### src/rtl/scene_command_sequencer.sv
// Scene command sequencer: walks the six receiver devices in ascending order
// and issues ON/OFF command strobes for every device whose state must change
// (or every masked device when forced). A shadow copy of the receiver's
// device state is used to skip commands that would change nothing.
module scene_command_sequencer #(
  parameter int GAP_CYCLES = 2,
  parameter int GAP_W      = 4
) (
  input  logic       clk,
  input  logic       rst,
  input  logic       scene_valid,
  input  logic [5:0] scene_target,
  input  logic [5:0] scene_mask,
  input  logic       scene_force,
  output logic       scene_ready,
  output logic       ok_google,
  output logic [3:0] mode,
  output logic       busy,
  output logic       done,
  output logic [5:0] shadow_state
);

  typedef enum logic [2:0] {IDLE, SCAN, ISSUE, GAP, DONE} state_t;

  localparam logic [3:0]       MODE_NOP = 4'd15;
  localparam logic [2:0]       LAST_DEV = 3'd5;
  // Counter is loaded with GAP_CYCLES-1 and counts down to zero, so GAP
  // occupies exactly GAP_CYCLES cycles.
  localparam logic [GAP_W-1:0] GAP_LOAD = (GAP_CYCLES > 0) ? GAP_W'(GAP_CYCLES - 1) : '0;

  state_t           state;
  logic [5:0]       tgt_q;
  logic [5:0]       msk_q;
  logic             frc_q;
  logic [2:0]       ptr;
  logic [GAP_W-1:0] gap_cnt;
  logic             need;

  // A device needs a command if it is in the scene and either forced or out of step.
  assign need        = msk_q[ptr] & (frc_q | (tgt_q[ptr] != shadow_state[ptr]));
  assign scene_ready = (state == IDLE);

  // Sequencer FSM; every output except scene_ready is a register.
  always_ff @(posedge clk or posedge rst) begin
    if (rst) begin
      state        <= IDLE;
      tgt_q        <= '0;
      msk_q        <= '0;
      frc_q        <= 1'b0;
      ptr          <= '0;
      gap_cnt      <= '0;
      ok_google    <= 1'b0;
      mode         <= MODE_NOP;
      busy         <= 1'b0;
      done         <= 1'b0;
      shadow_state <= '0;
    end else begin
      done <= 1'b0;
      case (state)
        IDLE: begin
          if (scene_valid) begin
            tgt_q <= scene_target;
            msk_q <= scene_mask;
            frc_q <= scene_force;
            ptr   <= '0;
            busy  <= 1'b1;
            state <= SCAN;
          end
        end
        SCAN: begin
          if (need) begin
            ok_google <= 1'b1;
            mode      <= {ptr, ~tgt_q[ptr]};  // 2*ptr for ON, 2*ptr+1 for OFF
            state     <= ISSUE;
          end else if (ptr == LAST_DEV) begin
            done  <= 1'b1;
            state <= DONE;
          end else begin
            ptr <= ptr + 3'd1;
          end
        end
        ISSUE: begin
          ok_google         <= 1'b0;
          mode              <= MODE_NOP;
          shadow_state[ptr] <= tgt_q[ptr];
          if (GAP_CYCLES > 0) begin
            gap_cnt <= GAP_LOAD;
            state   <= GAP;
          end else if (ptr == LAST_DEV) begin
            done  <= 1'b1;
            state <= DONE;
          end else begin
            ptr   <= ptr + 3'd1;
            state <= SCAN;
          end
        end
        GAP: begin
          if (gap_cnt != '0) begin
            gap_cnt <= gap_cnt - GAP_W'(1);
          end else if (ptr == LAST_DEV) begin
            done  <= 1'b1;
            state <= DONE;
          end else begin
            ptr   <= ptr + 3'd1;
            state <= SCAN;
          end
        end
        DONE: begin
          busy  <= 1'b0;
          state <= IDLE;
        end
        default: state <= IDLE;
      endcase
    end
  end

endmodule
### config.mk
export PLATFORM = sky130hd
export DESIGN_NAME = scene_command_sequencer
export DESIGN_NICKNAME = d
export VERILOG_FILES = /design/src/rtl/scene_command_sequencer.sv
export SDC_FILE = /design/constraint.sdc
export NUM_CORES = 1
export LEC_CHECK = 0
export ABC_CLOCK_PERIOD_IN_PS = 2400
export CAP_MARGIN = 20
export CORE_MARGIN = 1.5
export CORE_UTILIZATION = 52
export DETAILED_ROUTE_END_ITERATION = 7
export PLACE_DENSITY = 0.8
export SYNTH_ARGS = -nofsm -noshare
export SYNTH_HDL_FRONTEND = slang
export SYNTH_SLANG_ARGS = --single-unit
### constraint.sdc
create_clock -name clk -period 2.4 [get_ports clk]
set_input_delay 0.24 -clock clk [delete_from_list [all_inputs] [get_ports clk]]
set_output_delay 0.24 -clock clk [all_outputs]
set_load 0.005 [all_outputs]
# ---- After elaboration in Yosys (flattened, before gate mapping)
# Index checks and enable logic that the tools add are counted.
dict set report op_classes {
  muxes 32
  eq_ne 12
  order_cmp 2
  reduce_logical 13
  add_sub_neg 2
  bitwise_logic 3
}
# cell count
set ops {}
lappend ops {{two-way mux 3 bit} 9}
lappend ops {{case mux 4 bit (2 select lines)} 2}
lappend ops {{case mux 3 bit (4 select lines)} 1}
lappend ops {{!= test 2 bit (second input constant)} 5}
lappend ops {{binary-select mux 1 bit (select 3 bit)} 3}
lappend ops {{two-way mux 1 bit} 9}
lappend ops {{case mux 3 bit (3 select lines)} 1}
lappend ops {{two-way mux 4 bit} 2}
lappend ops {{AND reduction 2 bit} 4}
lappend ops {{bitwise mux 6 bit} 1}
lappend ops {{equality test 3 x 2 -> 1 bit (second input constant)} 2}
lappend ops {{equality test 3 bit (second input constant)} 2}
lappend ops {{case mux 1 bit (2 select lines)} 3}
lappend ops {{nonzero test 2 bit} 3}
lappend ops {{< comparator 3 x 4 -> 1 bit (second input constant)} 1}
lappend ops {{AND reduction 4 bit} 1}
lappend ops {{nonzero test 4 bit} 1}
lappend ops {{subtractor 4 x 1 -> 4 bit (second input constant)} 1}
lappend ops {{adder 3 x 1 -> 3 bit (second input constant)} 1}
lappend ops {{demux 1 bit (select 3 bit)} 1}
lappend ops {{equality test 3 x 1 -> 1 bit (second input constant)} 1}
lappend ops {{greater-or-equal comparator 3 x 1 -> 1 bit (second input constant)} 1}
lappend ops {{zero test 3 bit} 1}
lappend ops {{!= test 3 bit (second input constant)} 1}
lappend ops {{other kinds (7)} 7}
dict set report totals {
  in_bits 16
  reg_bits 36
}

# ---- Depth between registers and ports, before layout
# Gate-level depths: netlist of run 1.
dict set report depth {
  ltp_word 7
  mapped_depth 10
  mapped_depth_nobuf 8
}

# ---- Least setup slack after synthesis of run 1
# No wires, ideal clock.
dict set report synth_path {
  path_type {reg-to-reg}
  from {register ptr[2]}
  to {register ptr[0]}
  path_buffers 0
  stages_incl_launch_ff 8
  period_less_slack_ps 2173
  t_arrival_ps 2072
  setup_slack_ps 227
  cell_sequence {dfrtp_1 mux2_1 a22o_1 a31oi_2 xor2_1 a21oi_1 or4_4 o32ai_1}
}
dict set report synth_between {
  elab_chain_cells 7
  word_cells_on_any_way 16
}
# element line
set synth_lines {}
lappend synth_lines {{start: declaration} 35} ;# logic [2:0] ptr;
lappend synth_lines {{start signal: assignment} 79} ;# ptr <= ptr + 3'd1;
lappend synth_lines {{start signal: assignment} 93} ;# ptr <= ptr + 3'd1;
lappend synth_lines {{start signal: assignment} 104} ;# ptr <= ptr + 3'd1;
lappend synth_lines {{binary-select mux 1 bit (select 3 bit)} 40} ;# assign need = msk_q[ptr] & (frc_q | (tgt_q[ptr] != shadow_state[ptr]));
lappend synth_lines {{two-way mux 1 bit (implied by the code)} 40}
lappend synth_lines {{!= test 1 bit} 40}
lappend synth_lines {{OR 1 bit} 40}
lappend synth_lines {{bitwise AND 1 bit} 40}
lappend synth_lines {{!= test 2 bit (no line)} -}
lappend synth_lines {{AND reduction 4 bit (no line)} -}
# Several ways; a longest one is shown, not always the timed one. The select of a mux whose other input is x is not followed.
# A chain may end at the register's enable or synchronous reset.

# ---- Worst setup path in the final report of run 1
dict set report layout_path {
  from {register ptr[2]}
  to {register ptr[2]}
}
# Same word-level chain as after synthesis.

==> run_results.csv, run 1 <==
group,metric,value,unit
run_status,outcome,"finished clean",
yosys,postSynth.asyncResetShare,100,%
sta,worst_slew_pin_tran,0.741,ns
yosys,ys_dominant_reg_cell,"dfrtp_1",
yosys,synth.lib_cells_used.distinct,39,
die,floorplan.core_area,3130,um2
yosys,leading_cell_types_by_count_after_synthesis,"54 x nand2_1, 32 x dfrtp_1, 11 x nor2_1, 10 x inv_1",
placed_design,io_buffers,29,
yosys,synth.largest_area_cell,"dfrtp_1",
critical_path,critical_path.endpoint_type,"register",
sta,maxSlewHeadroom,50.5,%
placed_design,gp_routability_congestion,0.882,
die,die_width,61.0,um
final_layout,antennaDiodeCount,0,
sta,final_min_period_over_clock_period,97.9,%
global_routing,grt_usage,22.4,%
global_routing,grt_pass1_vias,1366,
clock_network,clock_path_buffers,2,
yosys,syn_nets,207,
sta,final.setup_skew,0.00420,ns
placed_design,placedInstanceArea,2130,um2
yosys,ys_ff_latch,36,
min_path,worstHoldPathType,"in2async",
yosys,ys_top_cells_by_area,"dfrtp_1 46%, nand2_1 12%, dfstp_2 6.0%",
die,initial_core_util,55.8,%
global_routing,grt_first_pass_wirelength,6.06,mm
clock_network,cts.htree.levels,2,
clock_network,numClockSinks,36,
sta,report.final.hold_viol_count,0,
detailed_routing,dr.first_iter.drc_count,46,
critical_path,worstPathBufferInverterCount,2,
sta,pins_over_slew_limit,0,
clock_network,clock_insertion_delay_worst_skew,0.33,ns
critical_path,cp_cell_sequence,"buf_4, and3b_1, a31oi_1, o221ai_2, xor2_2, a21oi_2, buf_4, a2111oi_1, o32ai_1",
critical_path,critical_path.slowest_cell,"a2111oi_1",
yosys,synth-seq-area-share,51.9,%
die,placement_rows,20,
detailed_routing,firstDrtPassIters,4,
die,die_area,3720,um2
global_routing,grt_start_max_net_pins,37,
placed_design,numPlacedInstances,262,
detailed_routing,detail_route.drc_violations,0,
final_layout,design_area,2210,um2
detailed_routing,routed_wirelength,3.67,mm
critical_path,worstSetupStartpointType,"register",
clock_network,cts_tree,"done",
yosys,count_leader_synth,"nand2_1",
power,power.density,1400,nW/um2
placed_design,detailed_place_hpwl,2.76,mm
critical_path,timing.critical_path.required,2.60,ns
sta,achievable-frequency,426,MHz
detailed_routing,antenna_violating_nets_post_route,0,
yosys,synth_edf_count,0,
power,static-leakage-power,0.999,nW
sta,timing.hold.ws,0.297,ns
yosys,post_synth_instance_area,1750,um2
critical_path,critical_path_at,2.55,ns
clock_network,clk_pin_slew,0.10,ns
clock_network,cts_root_buf,"clkbuf_4",
flow_run,drv.max_cap_violation_count,0,
power,max-vdd-ir-drop,0.000794,V
detailed_routing,viasPerCell,5.37,
critical_path,worst-path-max-fanout,10,
die,io_pins,30,
yosys,synth_area_per_cell,9.34,um2
yosys,yosysTopAreaCellShare,45.8,%
die,die_h,61.0,um
final_layout,area.growth.synth_to_final,26.8,%
final_layout,fill_cells,234,
critical_path,worst_path_dominant_cell_family,"compound AO/OA/AOI/OAI gates",
detailed_routing,post_drt_wl_per_cell,13.6,um
yosys,netlist_instances,187,
detailed_routing,via_count,1450,
sta,number_of_endpoints_failing_setup_at_the_final_stage,0,
sta,final.min_clock_period,2.35,ns
critical_path,worst_path_largest_cell_delay,0.44,ns
global_routing,global_route.overflow_total,0,
critical_path,crit_path_frequent_cell,"buf_4",
final_layout,layout.cells.non_filler,270,
final_layout,nNetsFinal,245,
yosys,yosys_warnings,0,
global_routing,grt_antenna_before_repair,0,
clock_network,cts_buffers,5,
final_layout,drive_gt1_share,15.0,%
critical_path,worst-setup-path-type,"reg2reg",
routing by layer:
| metal | up-vias | wire, um | global-route usage, % |
|---|---|---|---|
| met5 | - | 0 | 0 |
| met4 | 0 | 52 | 8.39 |
| met3 | 7 | 175 | 3.84 |
| met2 | 43 | 1940 | 38.7 |
| met1 | 693 | 1510 | 28.1 |
| li1 | 707 | - | - |
sequential cells by signal, summed over array words and instances, names as in the netlist:
| signal | count |
|---|---|
| tgt_q | 6 |
| shadow_state | 6 |
| gap_cnt | 4 |
| ok_google | 1 |
| done | 1 |
| mode | 4 |
| msk_q | 6 |
| state | 3 |
| busy | 1 |
| ptr | 3 |
| frc_q | 1 |
worst register-to-register path: cells and delay by family (launching register included):
kind / cells / cell delay (ns)
AO/OA/AOI/OAI: 5 / 1.07
flip-flops: 1 / 0.40
buffers and inverters: 2 / 0.33
XOR/XNOR: 1 / 0.23
AND/OR/NAND/NOR: 1 / 0.19
final cells by class:
class | count | area (um2) | share of cell area (%)
Timing Repair Buffer | 39 | 365 | 16.5
Inverter | 10 | 37.5 | 1.69
Clock buffer | 8 | 58.8 | 2.66
Tap cell | 44 | 55.1 | 2.49
Sequential cell | 36 | 907 | 41.0
Multi-Input combinational cell | 133 | 791 | 35.7
power by group:
part,total (mW),leakage [nW],internal [mW],switching (mW)
Clock,0.331,0.0326,0.145,0.187
Combinational,1.64,0.543,0.807,0.830
Sequential,1.14,0.424,0.918,0.223
Total,3.11,0.999,1.87,1.24
cells by family (layout without fill, tap and decap cells):
group / Yosys count / in the layout / synth area share, %
flip-flops: 36 / 36 / 51.9
adder cells (fa/ha/maj): 4 / 4 / 2.87
AND/OR/NAND/NOR: 86 / 86 / 21.1
multiplexers: 7 / 7 / 5.09
AO/OA/AOI/OAI: 33 / 33 / 13.1
buffers and inverters: 18 / 57 / 4.44
XOR/XNOR: 3 / 3 / 1.50
metrics by stage:
step           setup TNS [ns]  total power, mW  setup WS, ns  util [%]
2_1_floorplan               0             2.11         0.227         -
3_3_place_gp                0             2.61         0.155      68.0
3_5_place_dp                0             2.69        0.0669      68.0
4_1_cts                     0             3.03        0.0228      69.9
5_1_grt               -0.0292             3.37       -0.0292      70.8
6_report                    0             3.11        0.0514      70.8
worst paths after layout:
kind                       slack [ns]                          end            startpoint  cells past startpoint
setup / recovery                 0.05           ptr[2]$_DFFE_PP0P_    ptr[2]$_DFFE_PP0P_                      9
hold / removal                   0.30  shadow_state[0]$_DFFE_PP0P_                   rst                      3
setup reg to reg                 0.05           ptr[2]$_DFFE_PP0P_    ptr[2]$_DFFE_PP0P_                      9
hold reg to reg                  0.48         msk_q[4]$_DFFE_PP0P_  msk_q[4]$_DFFE_PP0P_                      2
max in group asynchronous        1.76          mode[3]$_DFFE_PP1P_                   rst                      3
min in group clk                 0.42         msk_q[5]$_DFFE_PP0P_         scene_mask[5]                      3
placed cells by master, fill, tap and decap left out, types with 2 or more instances in the layout:
| cell | n |
|---|---|
| inv_1 | 10 |
| o21ai_0 | 8 |
| o32ai_2 | 2 |
| buf_4 | 10 |
| clkbuf_4 | 5 |
| clkbuf_1 | 2 |
| nor2_1 | 11 |
| nand2_1 | 54 |
| a21oi_1 | 6 |
| dfstp_2 | 4 |
| nand3_1 | 8 |
| a31oi_1 | 3 |
| mux2_2 | 4 |
| ha_1 | 4 |
| nor3b_1 | 2 |
| o211ai_1 | 2 |
| dfrtp_1 | 31 |
| nor3_1 | 5 |
| clkdlybuf4s50_1 | 29 |
timing repair:
item                       4_1_cts  5_1_grt
hold buffers                     0        0
resized for setup                0        6
buffers inserted                 0        0
setup endpoints to repair        0        3
(Power assumes the default switching activity.)
==> run 2: changes to the inputs <==
CORE_MARGIN = unset   (was 1.5)
==> run 2 against run 1 <==
Net effect: clock-buffer cell count unchanged; sequential power about the same; final cell count is 0.37% lower; maximum frequency decreased by 1.5%; die area shrank 3.3%; via count up 2.6%; sequential share of layout area is essentially flat; worst hold slack got worse by 0.016 ns; global-route usage up 3.0 points; clock skew is 0.0044 ns higher; largest power group unchanged; highest routed layer unchanged.
==> run_results.csv, run 2 (same netlist as run 1, synthesis figures left out) <==
group,metric,value,unit
sta,timing.hold.ws,0.281,ns
sta,final.setup_skew,0.00856,ns
critical_path,timing.critical_path.required,2.65,ns
final_layout,nNetsFinal,244,
global_routing,grt_start_max_net_pins,37,
global_routing,grt_pass1_vias,1525,
sta,worst_slew_pin_tran,0.715,ns
placed_design,gp_routability_congestion,0.879,
clock_network,cts.htree.levels,2,
clock_network,cts_buffers,5,
detailed_routing,post_drt_wl_per_cell,14.8,um
global_routing,grt_usage,25.3,%
detailed_routing,via_count,1487,
die,die_area,3590,um2
sta,final.min_clock_period,2.38,ns
flow_run,drv.max_cap_violation_count,0,
die,initial_core_util,55.8,%
sta,achievable-frequency,419,MHz
placed_design,numPlacedInstances,261,
clock_network,clock_insertion_delay_worst_skew,0.35,ns
placed_design,io_buffers,29,
power,static-leakage-power,0.999,nW
sta,pins_over_slew_limit,0,
critical_path,worst-path-max-fanout,10,
sta,grt_setup_unrepaired,"true",
global_routing,global_route.overflow_total,0,
power,max-vdd-ir-drop,0.000720,V
run_status,outcome,"finished clean",
die,placement_rows,20,
detailed_routing,routed_wirelength,3.98,mm
detailed_routing,antenna_violating_nets_post_route,0,
clock_network,clk_pin_slew,0.11,ns
sta,maxSlewHeadroom,52.2,%
critical_path,critical_path_at,2.64,ns
detailed_routing,firstDrtPassIters,4,
critical_path,worst-setup-path-type,"reg2reg",
die,die_h,60.0,um
clock_network,cts_root_buf,"clkbuf_4",
die,floorplan.core_area,3130,um2
clock_network,numClockSinks,36,
final_layout,fill_cells,245,
clock_network,post_cts_hold_buffer_count,0,
die,io_pins,30,
critical_path,worstSetupStartpointType,"register",
clock_network,clock_path_buffers,2,
die,die_width,60.0,um
final_layout,area.growth.synth_to_final,27.0,%
global_routing,grt_antenna_before_repair,0,
detailed_routing,dr.first_iter.drc_count,71,
sta,final_min_period_over_clock_period,99.3,%
sta,report.final.hold_viol_count,0,
placed_design,detailed_place_hpwl,2.87,mm
final_layout,antennaDiodeCount,0,
final_layout,layout_commonest_cell,"nand2_1",
power,power.density,1420,nW/um2
detailed_routing,viasPerCell,5.53,
final_layout,most-common-layout-cells,"54 x nand2_1, 30 x dfrtp_1, 29 x clkdlybuf4s50_1, 11 x nor2_1, 10 x inv_1",
global_routing,grt_first_pass_wirelength,6.65,mm
detailed_routing,detail_route.drc_violations,0,
critical_path,critical_path.endpoint_type,"register",
final_layout,utilization,70.9,%
sta,number_of_endpoints_failing_setup_at_the_final_stage,0,
final_layout,drive_gt1_share,16.0,%
clock_network,cts_tree,"done",
final_layout,layout.cells.non_filler,269,
min_path,worstHoldPathType,"in2async",
final_layout,layout_top_registers,"msk_q: 6 flops, shadow_state: 6 flops, tgt_q: 6 flops",
-- run 2: cell count changes in the layout (fill, tap and decap cells not counted), sizes merged --
| cell | change |
|---|---|
| buf | -1 |
-- run 2: worst paths after layout --
check	start	to	slack, ns	cells past startpoint
setup / recovery	ptr[2]$_DFFE_PP0P_	ptr[0]$_DFFE_PP0P_	0.02	8
hold / removal	rst	shadow_state[1]$_DFFE_PP0P_	0.28	3
setup reg to reg	ptr[2]$_DFFE_PP0P_	ptr[0]$_DFFE_PP0P_	0.02	8
hold reg to reg	tgt_q[0]$_DFFE_PP0P_	tgt_q[0]$_DFFE_PP0P_	0.48	2
max in group asynchronous	rst	mode[3]$_DFFE_PP1P_	1.76	3
min in group clk	scene_target[1]	tgt_q[1]$_DFFE_PP0P_	0.41	3
-- run 2: metal layers --
metal | GRT usage [%] | up-vias | part of all wire (%)
met4 | 10.6 | 0 | 1.7
met1 | 29.7 | 728 | 42
met5 | 0 | - | 0
met3 | 6.71 | 9 | 3.8
met2 | 43.7 | 43 | 52
li1 | - | 707 | -
-- run 2: stage by stage --
| step | cell area, um2 | setup TNS (ns) | setup WS, ns | power [mW] |
|---|---|---|---|---|
| 2_1_floorplan | 1750 | 0 | 0.227 | 2.11 |
| 3_3_place_gp | 2120 | 0 | 0.132 | 2.59 |
| 3_5_place_dp | 2120 | -0.0107 | -0.0107 | 2.69 |
| 4_1_cts | 2190 | 0 | 0.0115 | 3.06 |
| 5_1_grt | 2220 | -0.127 | -0.0619 | 3.42 |
| 6_report | 2220 | 0 | 0.0162 | 3.16 |
-- run 2: timing repair --
action,CTS,global route
resized for setup,1,7
pin swaps,0,1
gates cloned,0,0
setup endpoints to repair,1,6
setup buffers,0,0
-- run 2: worst max-delay path: stages, from the launching register on --
cell and delay (ns):
dfrtp_1 0.41, buf_4 0.20, and3b_1 0.21, a31oi_1 0.21, o221ai_2 0.17, xor2_1 0.21
a21oi_1 0.13, or4_4 0.53, o32ai_2 0.21
-- run 2: final cells by class --
class	instances	area, um2	share of cell area (%)
clock buffers	8	68.8	3.10
flip-flops and latches	36	908	40.9
inverters	10	37.5	1.69
repair buffers	38	358	16.1
well taps	44	55.1	2.48
multi-input cells	133	791	35.6
-- run 2: power by group --
group	internal, mW	switching [mW]	leakage (nW)	total, mW
logic	0.795	0.837	0.538	1.63
registers	0.919	0.236	0.423	1.16
clock network	0.172	0.199	0.0386	0.372
total	1.89	1.27	0.999	3.16
